--- config.mk ---
export PLATFORM = sky130hd
export DESIGN_NAME = bram_port_sched
export DESIGN_NICKNAME = d
export VERILOG_FILES = /design/src/rtl/bram_port_sched.sv
export SDC_FILE = /design/constraint.sdc
export NUM_CORES = 1
export LEC_CHECK = 0
export ABC_AREA = 1
export CAP_MARGIN = 20
export CORE_ASPECT_RATIO = 0.7
export CORE_MARGIN = 2
export CORE_UTILIZATION = 55
export CTS_BUF_LIST = sky130_fd_sc_hd__clkbuf_4
export DETAILED_ROUTE_END_ITERATION = 8
export DONT_BUFFER_PORTS = 1
export HOLD_SLACK_MARGIN = 0.08
export PLACE_DENSITY = 0.7
export SYNTH_ARGS = -nofsm -noshare
export SYNTH_HDL_FRONTEND = slang
export SYNTH_SLANG_ARGS = --single-unit
--- constraint.sdc ---
create_clock -name idclk -period 9.2 [get_ports idclk]
set_input_delay 1.38 -clock idclk [delete_from_list [all_inputs] [get_ports idclk]]
set_output_delay 1.38 -clock idclk [all_outputs]
set_load 0.02 [all_outputs]
--- src/rtl/bram_port_sched.sv ---
// Shared BRAM sequencer: four-phase strobe generator plus data-port arbiter between
// the CPU and a block-fill engine, with a stall counter so fill always makes progress.
module bram_port_sched #(
    parameter int unsigned STALL_MAX = 4
) (
    input  logic        idclk,
    input  logic        rst,
    output logic        i1re,
    output logic        i2re,
    output logic        dre,
    output logic        gwe,
    output logic [15:0] daddr,
    output logic [15:0] din,
    output logic        dwe,
    input  logic [15:0] dout,
    input  logic        cpu_req,
    input  logic        cpu_we,
    input  logic [15:0] cpu_addr,
    input  logic [15:0] cpu_din,
    output logic        cpu_gnt,
    output logic        cpu_rvalid,
    output logic [15:0] cpu_rdata,
    input  logic        fill_start,
    input  logic [15:0] fill_base,
    input  logic [15:0] fill_len,
    input  logic [15:0] fill_value,
    output logic        fill_busy,
    output logic        fill_done
);

    localparam logic [3:0] StallMax = 4'(STALL_MAX);

    typedef enum logic [1:0] {SlotIdle, SlotCpu, SlotFill} slot_e;

    logic [1:0]  ph_q, ph_d;
    logic [3:0]  strobe_q, strobe_d;
    slot_e       slot_q, slot_d;
    logic [15:0] daddr_q, daddr_d;
    logic [15:0] din_q, din_d;
    logic        dwe_q, dwe_d;
    logic        cpu_gnt_q, cpu_gnt_d;
    logic        cpu_rvalid_q, cpu_rvalid_d;
    logic [15:0] cpu_rdata_q, cpu_rdata_d;
    logic        fill_busy_q, fill_busy_d;
    logic        fill_done_q, fill_done_d;
    logic [15:0] cur_addr_q, cur_addr_d;
    logic [15:0] remaining_q, remaining_d;
    logic [15:0] value_q, value_d;
    logic [3:0]  stall_q, stall_d;
    logic        cpu_win;

    always_comb begin
        ph_d         = ph_q + 2'd1;
        strobe_d     = 4'b0001 << ph_d;
        slot_d       = slot_q;
        daddr_d      = daddr_q;
        din_d        = din_q;
        dwe_d        = dwe_q;
        cpu_gnt_d    = 1'b0;
        cpu_rvalid_d = 1'b0;
        cpu_rdata_d  = cpu_rdata_q;
        fill_busy_d  = fill_busy_q;
        fill_done_d  = 1'b0;
        cur_addr_d   = cur_addr_q;
        remaining_d  = remaining_q;
        value_d      = value_q;
        stall_d      = stall_q;
        cpu_win      = cpu_req && (!fill_busy_q || (stall_q < StallMax));

        if (!fill_busy_q) begin
            stall_d = 4'd0;
        end

        if (ph_d == 2'd2) begin
            if (cpu_win) begin
                slot_d    = SlotCpu;
                daddr_d   = cpu_addr;
                din_d     = cpu_din;
                dwe_d     = cpu_we;
                cpu_gnt_d = 1'b1;
                if (fill_busy_q && (stall_q != StallMax)) begin
                    stall_d = stall_q + 4'd1;
                end
            end else if (fill_busy_q) begin
                slot_d  = SlotFill;
                daddr_d = cur_addr_q;
                din_d   = value_q;
                dwe_d   = 1'b1;
                stall_d = 4'd0;
            end else begin
                slot_d = SlotIdle;
                dwe_d  = 1'b0;
            end
        end

        // Frame closes on the edge entering phase 0: read data was valid during phase 3.
        if (ph_d == 2'd0) begin
            dwe_d  = 1'b0;
            slot_d = SlotIdle;
            if (slot_q == SlotCpu && !dwe_q) begin
                cpu_rdata_d  = dout;
                cpu_rvalid_d = 1'b1;
            end
            if (slot_q == SlotFill) begin
                cur_addr_d  = cur_addr_q + 16'd1;
                remaining_d = remaining_q - 16'd1;
                if (remaining_q == 16'd1) begin
                    fill_busy_d = 1'b0;
                    fill_done_d = 1'b1;
                end
            end
        end

        if (fill_start && !fill_busy_q) begin
            if (fill_len != 16'd0) begin
                cur_addr_d  = fill_base;
                remaining_d = fill_len;
                value_d     = fill_value;
                fill_busy_d = 1'b1;
            end else begin
                fill_done_d = 1'b1;
            end
        end
    end

    always_ff @(posedge idclk or posedge rst) begin
        if (rst) begin
            ph_q         <= 2'd3;
            strobe_q     <= 4'd0;
            slot_q       <= SlotIdle;
            daddr_q      <= 16'd0;
            din_q        <= 16'd0;
            dwe_q        <= 1'b0;
            cpu_gnt_q    <= 1'b0;
            cpu_rvalid_q <= 1'b0;
            cpu_rdata_q  <= 16'd0;
            fill_busy_q  <= 1'b0;
            fill_done_q  <= 1'b0;
            cur_addr_q   <= 16'd0;
            remaining_q  <= 16'd0;
            value_q      <= 16'd0;
            stall_q      <= 4'd0;
        end else begin
            ph_q         <= ph_d;
            strobe_q     <= strobe_d;
            slot_q       <= slot_d;
            daddr_q      <= daddr_d;
            din_q        <= din_d;
            dwe_q        <= dwe_d;
            cpu_gnt_q    <= cpu_gnt_d;
            cpu_rvalid_q <= cpu_rvalid_d;
            cpu_rdata_q  <= cpu_rdata_d;
            fill_busy_q  <= fill_busy_d;
            fill_done_q  <= fill_done_d;
            cur_addr_q   <= cur_addr_d;
            remaining_q  <= remaining_d;
            value_q      <= value_d;
            stall_q      <= stall_d;
        end
    end

    assign i1re       = strobe_q[0];
    assign i2re       = strobe_q[1];
    assign dre        = strobe_q[2];
    assign gwe        = strobe_q[3];
    assign daddr      = daddr_q;
    assign din        = din_q;
    assign dwe        = dwe_q;
    assign cpu_gnt    = cpu_gnt_q;
    assign cpu_rvalid = cpu_rvalid_q;
    assign cpu_rdata  = cpu_rdata_q;
    assign fill_busy  = fill_busy_q;
    assign fill_done  = fill_done_q;

endmodule
==> results by group, run 1 <==
STA
  – Max Clk Rate: 0.372 GHz
  – Worst Skew: 17.1 ps
  – Setup TNS: 0 ps
  – Final Hold Fails: 0
  – Final worst path period share: 29.2%
  – Final setup vio count: 0
  – Post-route minimum period: 2690 ps
  – Min Hold Slack: 488 ps
  – Worst Max-Slew Pin Slew: 786 ps
  – Rel. slew slack: 47.6%
  – Unrepaired setup endpoints after global routing: no
  – Slew Limit Fails: 0

Global route
  – GR Overflow Total: 0
  – Largest net degree at the start of global routing: 65
  – Tot GR Track Use: 25.1%
  – Initial antenna violation count: 0
  – Number of global-route vias before repair: 4331
  – Global-route wire length before repair: 21000 µm

Clocking
  – # clock sinks: 113
  – Htree depth: 4
  – CTS resizes: 0
  – Root buf cell: clkbuf_4
  – Worst skew pair latency: 520 ps
  – Clock slew at reported path FFs: 100 ps
  – Clock buffer depth: 2
  – TritonCTS clock tree: done
  – Setup repair bufs after CTS: 0
  – # hold bufs at CTS: 0
  – TritonCTS buffer count: 17

Placed design
  – # port buffers: 0
  – Hpwl dp: 9500 µm
  – Placed cells: 788
  – Placement Cell Area: 0.00558 mm²
  – Final Wtd Congestion: 0.874

Yosys
  – Synth area leader: dfrtp_1
  – Largest cells by area after synthesis: dfrtp_1, nand2_1, nor2_1
  – Count of cell types in the netlist: 39
  – Cell Area, Synth: 0.00556 mm²
  – Synth top area share: 50.0%
  – Yosys reg bits: 113
  – Sequential share of the synthesized area: 50.9%
  – Mapped Nets: 797
  – Syn_area_per_cell: 8.09 µm²
  – Mapped Cells: 687
  – Synthesis Warnings: 0

Final layout
  – Multi-input logic area: 0.00238 mm²
  – Most frequent cells in the layout: nand2_1, dfrtp_1, nor2_1, nand3_1, inv_1
  – Synth-to-layout area growth: 5.68%
  – Finished layout cell area: 0.00587 mm²
  – Fraction of layout cells with a size suffix above 1: 7.94%
  – Nets: 790
  – Non-Filler Instances: 821
  – Fillers: 908
  – Ant. Diodes: 0
  – Commonest non-fill, non-tap cell in the layout: nand2_1
  – Register area: 0.00283 mm²

Pwr
  – Overall Power: 1.22 mW
  – Leak pwr: 3.01 nW
  – VDD IR-drop max: 0.000119 V
  – Power Dens Cells: 208 mW/mm²

Floorplan
  – Num rows: 30
  – Die Y: 88.1 µm
  – I/O pin count: 158
  – Die area: 0.0109 mm²
  – Starting Density: 56.9%
  – Core outline area: 0.00976 mm²
  – Die W: 124 µm

Status
  – Outcome: finished, final reports clean

Worst setup path
  – WP data required: 9610 ps
  – Reg2Reg Setup Slack: 6690 ps
  – Cell chain of the critical path: nor2_1, nand3_1, nor2_1, nand2_1, buf_16, nand2_2, buf_12, nand2_1, o21ai_1, inv_1
  – Critical path arrival: 3090 ps
  – CP top delay family: simple AND/OR/NAND/NOR gates
  – Slowest stage cell, crit path: nand2_2
  – Critical Path End Type: flop
  – Crit path buf inv count: 3
  – Slowest stage delay, CP: 420 ps
  – CP Max Fanout: 42
  – Kind of critical path: in -> reg
  – CP Launch Type: input pin

Flow run
  – Max-Cap Viols: 0

Route
  – Drt wl/cell: 16.3 µm
  – Initial detailed-routing violation count: 334
  – Routed WL: 13300 µm
  – DRC errors left: 0
  – Routed Antenna Nets: 0
  – 1st-pass router iterations: 5
  – Detailed-route via count: 4573
  – Via-to-Cell Ratio: 5.57

Min path
  – HP Class: reg -> reg
==> flip-flops by register name, summed over array words and instances (netlist names) <==
| register | cells |
|---|---|
| slot_q | 2 |
| daddr | 16 |
| din | 16 |
| cpu_rvalid | 1 |
| remaining_q | 16 |
| value_q | 16 |
| ph_q | 2 |
| strobe_q | 4 |
| cur_addr_q | 16 |
| fill_done | 1 |
| dwe | 1 |
| cpu_gnt | 1 |
| cpu_rdata | 16 |
| fill_busy | 1 |
| stall_q | 4 |
==> synthesized netlist by cell type, drive strengths merged <==
library cell,count
nor3b,1
a31oi,32
nor3,3
xor2,10
inv,43
clkbuf,5
clkinv,1
o22ai,1
nand3b,3
dfrtp,111
o21bai,4
nand4,10
buf,25
and2,1
dfstp,2
a21o,1
nand3,59
o211ai,1
nor2,93
nand2,243
a21oi,15
xnor2,3
o31ai,1
ha,9
nor4,1
o21ai,9
==> report_power, final <==
part	switching [mW]	internal (mW)
Combinational	0.124	0.0710
Sequential	0.115	0.565
Clock	0.209	0.136
Total	0.448	0.772
==> kinds of logic (layout without fill, tap and decap cells) <==
logic type,Yosys count,in the layout,synth area share [%]
AND/OR/NAND/NOR,414,414,31.9
flip-flops,113,113,50.9
adder cells (fa/ha/maj),9,9,2.03
XOR/XNOR,13,13,2.05
buffers and inverters,74,80,6.15
AO/OA/AOI/OAI,64,64,6.89
==> layer usage <==
layer	part of all wire, %	track usage (%)	up-vias
li1	-	-	2208
met1	44	34.0	2168
met2	45	38.0	186
met3	11	9.57	11
met4	0.82	6.84	0
met5	0	0	-
==> per-stage QoR <==
stage / util (%) / setup WS (ps)
after global placement: 57.0 / 5170
final: 60.2 / 6510
after floorplan: - / 4840
after CTS: 59.9 / 6020
after detailed placement: 57.2 / 5460
after global routing: 60.2 / 6350
==> layout make-up <==
type / instances / share of cell area (%)
inverters: 44 / 2.90
repair buffers: 4 / 1.07
flip-flops and latches: 113 / 48.2
clock inverters: 15 / 2.32
clock buffers: 17 / 2.17
multi-input cells: 500 / 40.6
well taps: 128 / 2.73
==> worst reg2reg max path, stage by stage (launching register included) <==
cell	delay, ps
dfrtp_1	570
nand2_1	190
nand3_2	620
inv_2	750
nand2_1	150
a31oi_1	160
==> worst paths after layout <==
path | end | startpoint | cells past startpoint
min reg2reg | value_q[2]$_DFFE_PP0P_ | value_q[2]$_DFFE_PP0P_ | 2
max reg2reg | daddr[1]$_DFFE_PP0P_ | fill_busy$_DFF_PP0_ | 5
min in group asynchronous | cpu_rdata[4]$_DFFE_PP0P_ | rst | 1
min | value_q[2]$_DFFE_PP0P_ | value_q[2]$_DFFE_PP0P_ | 2
max | cur_addr_q[2]$_DFF_PP0_ | fill_len[6] | 10
max in group asynchronous | cur_addr_q[13]$_DFF_PP0_ | rst | 2
(Power assumes the default switching activity.)
==> run 2, diff against run 1 <==
--- a/config.mk
+++ b/config.mk
@@ -14,7 +14,7 @@
 export DETAILED_ROUTE_END_ITERATION = 8
 export DONT_BUFFER_PORTS = 1
 export HOLD_SLACK_MARGIN = 0.08
-export PLACE_DENSITY = 0.7
+export PLACE_DENSITY = 0.73
 export SYNTH_ARGS = -nofsm -noshare
 export SYNTH_HDL_FRONTEND = slang
 export SYNTH_SLANG_ARGS = --single-unit
==> constraint.sdc (replaced) <==
create_clock -name idclk -period 2.3 [get_ports idclk]
set_input_delay 0.345 -clock idclk [delete_from_list [all_inputs] [get_ports idclk]]
set_output_delay 0.345 -clock idclk [all_outputs]
set_load 0.02 [all_outputs]
==> run 2 against run 1 <==
Against the previous run: sequential power rose to 4.0 times the previous value; via count rose by 11%; utilization rose by 11 points; hold slack lost 120 ps; clock power rose to 4.7 times the previous value; critical path depth shrank 2; first-iteration DRC count up 35%; die area unchanged; register-to-register slack worse by 6300 ps; critical endpoint is now remaining_q[13]$_DFF_PP0_.
==> results by group, run 2 (same netlist as run 1, synthesis figures left out) <==
Floorplan
  – Die Y: 88.1 µm
  – Core outline area: 0.00976 mm²
  – Die area: 0.0109 mm²
  – Starting Density: 56.9%
  – I/O pin count: 158
  – Num rows: 30
  – Die W: 124 µm

Final layout
  – Finished layout cell area: 0.00697 mm²
  – Ant. Diodes: 0
  – Most frequent cells in the layout: nand2_1, dfrtp_1, dlygate4sd3_1, nor2_1, nand3_1
  – Synth-to-layout area growth: 25.4%
  – Fillers: 768
  – Fraction of layout cells with a size suffix above 1: 7.63%
  – Commonest non-fill, non-tap cell in the layout: nand2_1
  – Nets: 898

Global route
  – Number of global-route vias before repair: 4862
  – GR Overflow Total: 0
  – Global-route wire length before repair: 23500 µm
  – Tot GR Track Use: 28.2%
  – Largest net degree at the start of global routing: 71
  – Initial antenna violation count: 0

Route
  – Via-to-Cell Ratio: 5.48
  – Detailed-route via count: 5087
  – Routed Antenna Nets: 0
  – 1st-pass router iterations: 7
  – Initial detailed-routing violation count: 451
  – Drt wl/cell: 16.2 µm
  – DRC errors left: 0
  – Routed WL: 15100 µm

Placed design
  – Placement Cell Area: 0.00566 mm²
  – Hpwl dp: 9910 µm
  – # port buffers: 0
  – Final Wtd Congestion: 0.867

Clocking
  – Htree depth: 4
  – Setup repair bufs after CTS: 0
  – Root buf cell: clkbuf_4
  – TritonCTS clock tree: done
  – Clock buffer depth: 2
  – TritonCTS buffer count: 17
  – Clock slew at reported path FFs: 110 ps
  – Worst skew pair latency: 530 ps
  – # clock sinks: 113

Worst setup path
  – CP Max Fanout: 12
  – Critical Path End Type: flop
  – CP Launch Type: flop
  – Critical path arrival: 2370 ps
  – WP data required: 2740 ps
  – Kind of critical path: reg -> reg

STA
  – Final setup vio count: 0
  – Max Clk Rate: 0.518 GHz
  – Unrepaired setup endpoints after global routing: no
  – Worst Skew: 18.1 ps
  – Post-route minimum period: 1930 ps
  – Rel. slew slack: 61.7%
  – Worst Max-Slew Pin Slew: 574 ps
  – Final Hold Fails: 0
  – Slew Limit Fails: 0
  – Final worst path period share: 83.9%
  – Setup TNS: 0 ps

Pwr
  – Power Dens Cells: 757 mW/mm²
  – Leak pwr: 3.48 nW
  – VDD IR-drop max: 0.000534 V

Flow run
  – Max-Cap Viols: 0

Status
  – Outcome: finished, final reports clean

Min path
  – HP Class: in -> reg
[run 2: cell count changes in the layout (fill, tap and decap cells not counted), moves of 3 or more]
cell	delta
dlygate4sd3_1	+100
buf_4	+8
clkinv_4	-4
bufinv_16	+3
clkinv_2	+3
inv_6	-3
[run 2: metal layers]
layer	part of all wire [%]	routed length, µm	GRT usage (%)
met1	43	6500	37.2
met2	46	7010	45.0
met3	8.8	1320	8.14
met4	1.6	239	9.81
met5	0	0	0
[run 2: critical path, stage by stage, from the launching register on]
cell     delay (ps)
dfstp_2         560
ha_1            220
nand3_4         260
nor2_4          270
nand2_1         140
nor2_1          170
nand3_1          90
nand3_1          70
nand2_1          50
[run 2: per-stage QoR]
step	std cells	hold WS [ps]	utilization, %	setup slack, ps	power (mW)
4_1_cts	928	354	71.4	379	5.28
3_5_place_dp	797	358	58.0	395	3.55
3_3_place_gp	797	350	58.0	454	3.49
2_1_floorplan	687	442	-	585	3.31
5_1_grt	928	402	71.4	169	5.57
6_report	928	371	71.4	370	5.28
[run 2: worst paths after layout]
path | startpoint | to | slack [ps] | cells past startpoint
max reg2reg | ph_q[0]$_DFF_PP1_ | remaining_q[13]$_DFF_PP0_ | 370 | 8
min reg2reg | value_q[0]$_DFFE_PP0P_ | value_q[0]$_DFFE_PP0P_ | 480 | 2
max in group asynchronous | rst | stall_q[0]$_DFF_PP0_ | 1420 | 3
max | ph_q[0]$_DFF_PP1_ | remaining_q[13]$_DFF_PP0_ | 370 | 8
min | cpu_req | daddr[3]$_DFFE_PP0P_ | 370 | 4
min in group asynchronous | rst | cpu_rdata[1]$_DFFE_PP0P_ | 400 | 3
[run 2: what timing repair did]
| action | CTS | global route |
|---|---|---|
| resized for setup | 0 | 0 |
| endpoints found under the hold margin | 210 | 0 |
| hold buffers | 100 | 0 |
[run 2: final cells by class]
class,count,area (µm²),share of cell area (%)
Clock buffer,18,135,1.94
Clock inverter,13,169,2.43
Multi-Input combinational cell,500,2380,34.2
Tap cell,128,160,2.30
Timing Repair Buffer,112,1120,16.0
Inverter,44,171,2.46
Sequential cell,113,2830,40.6
[run 2: power breakdown]
| group | leakage (nW) | internal [mW] | switching [mW] |
|---|---|---|---|
| Clock | 0.166 | 0.853 | 0.764 |
| Sequential | 1.40 | 2.26 | 0.467 |
| Combinational | 1.92 | 0.403 | 0.527 |
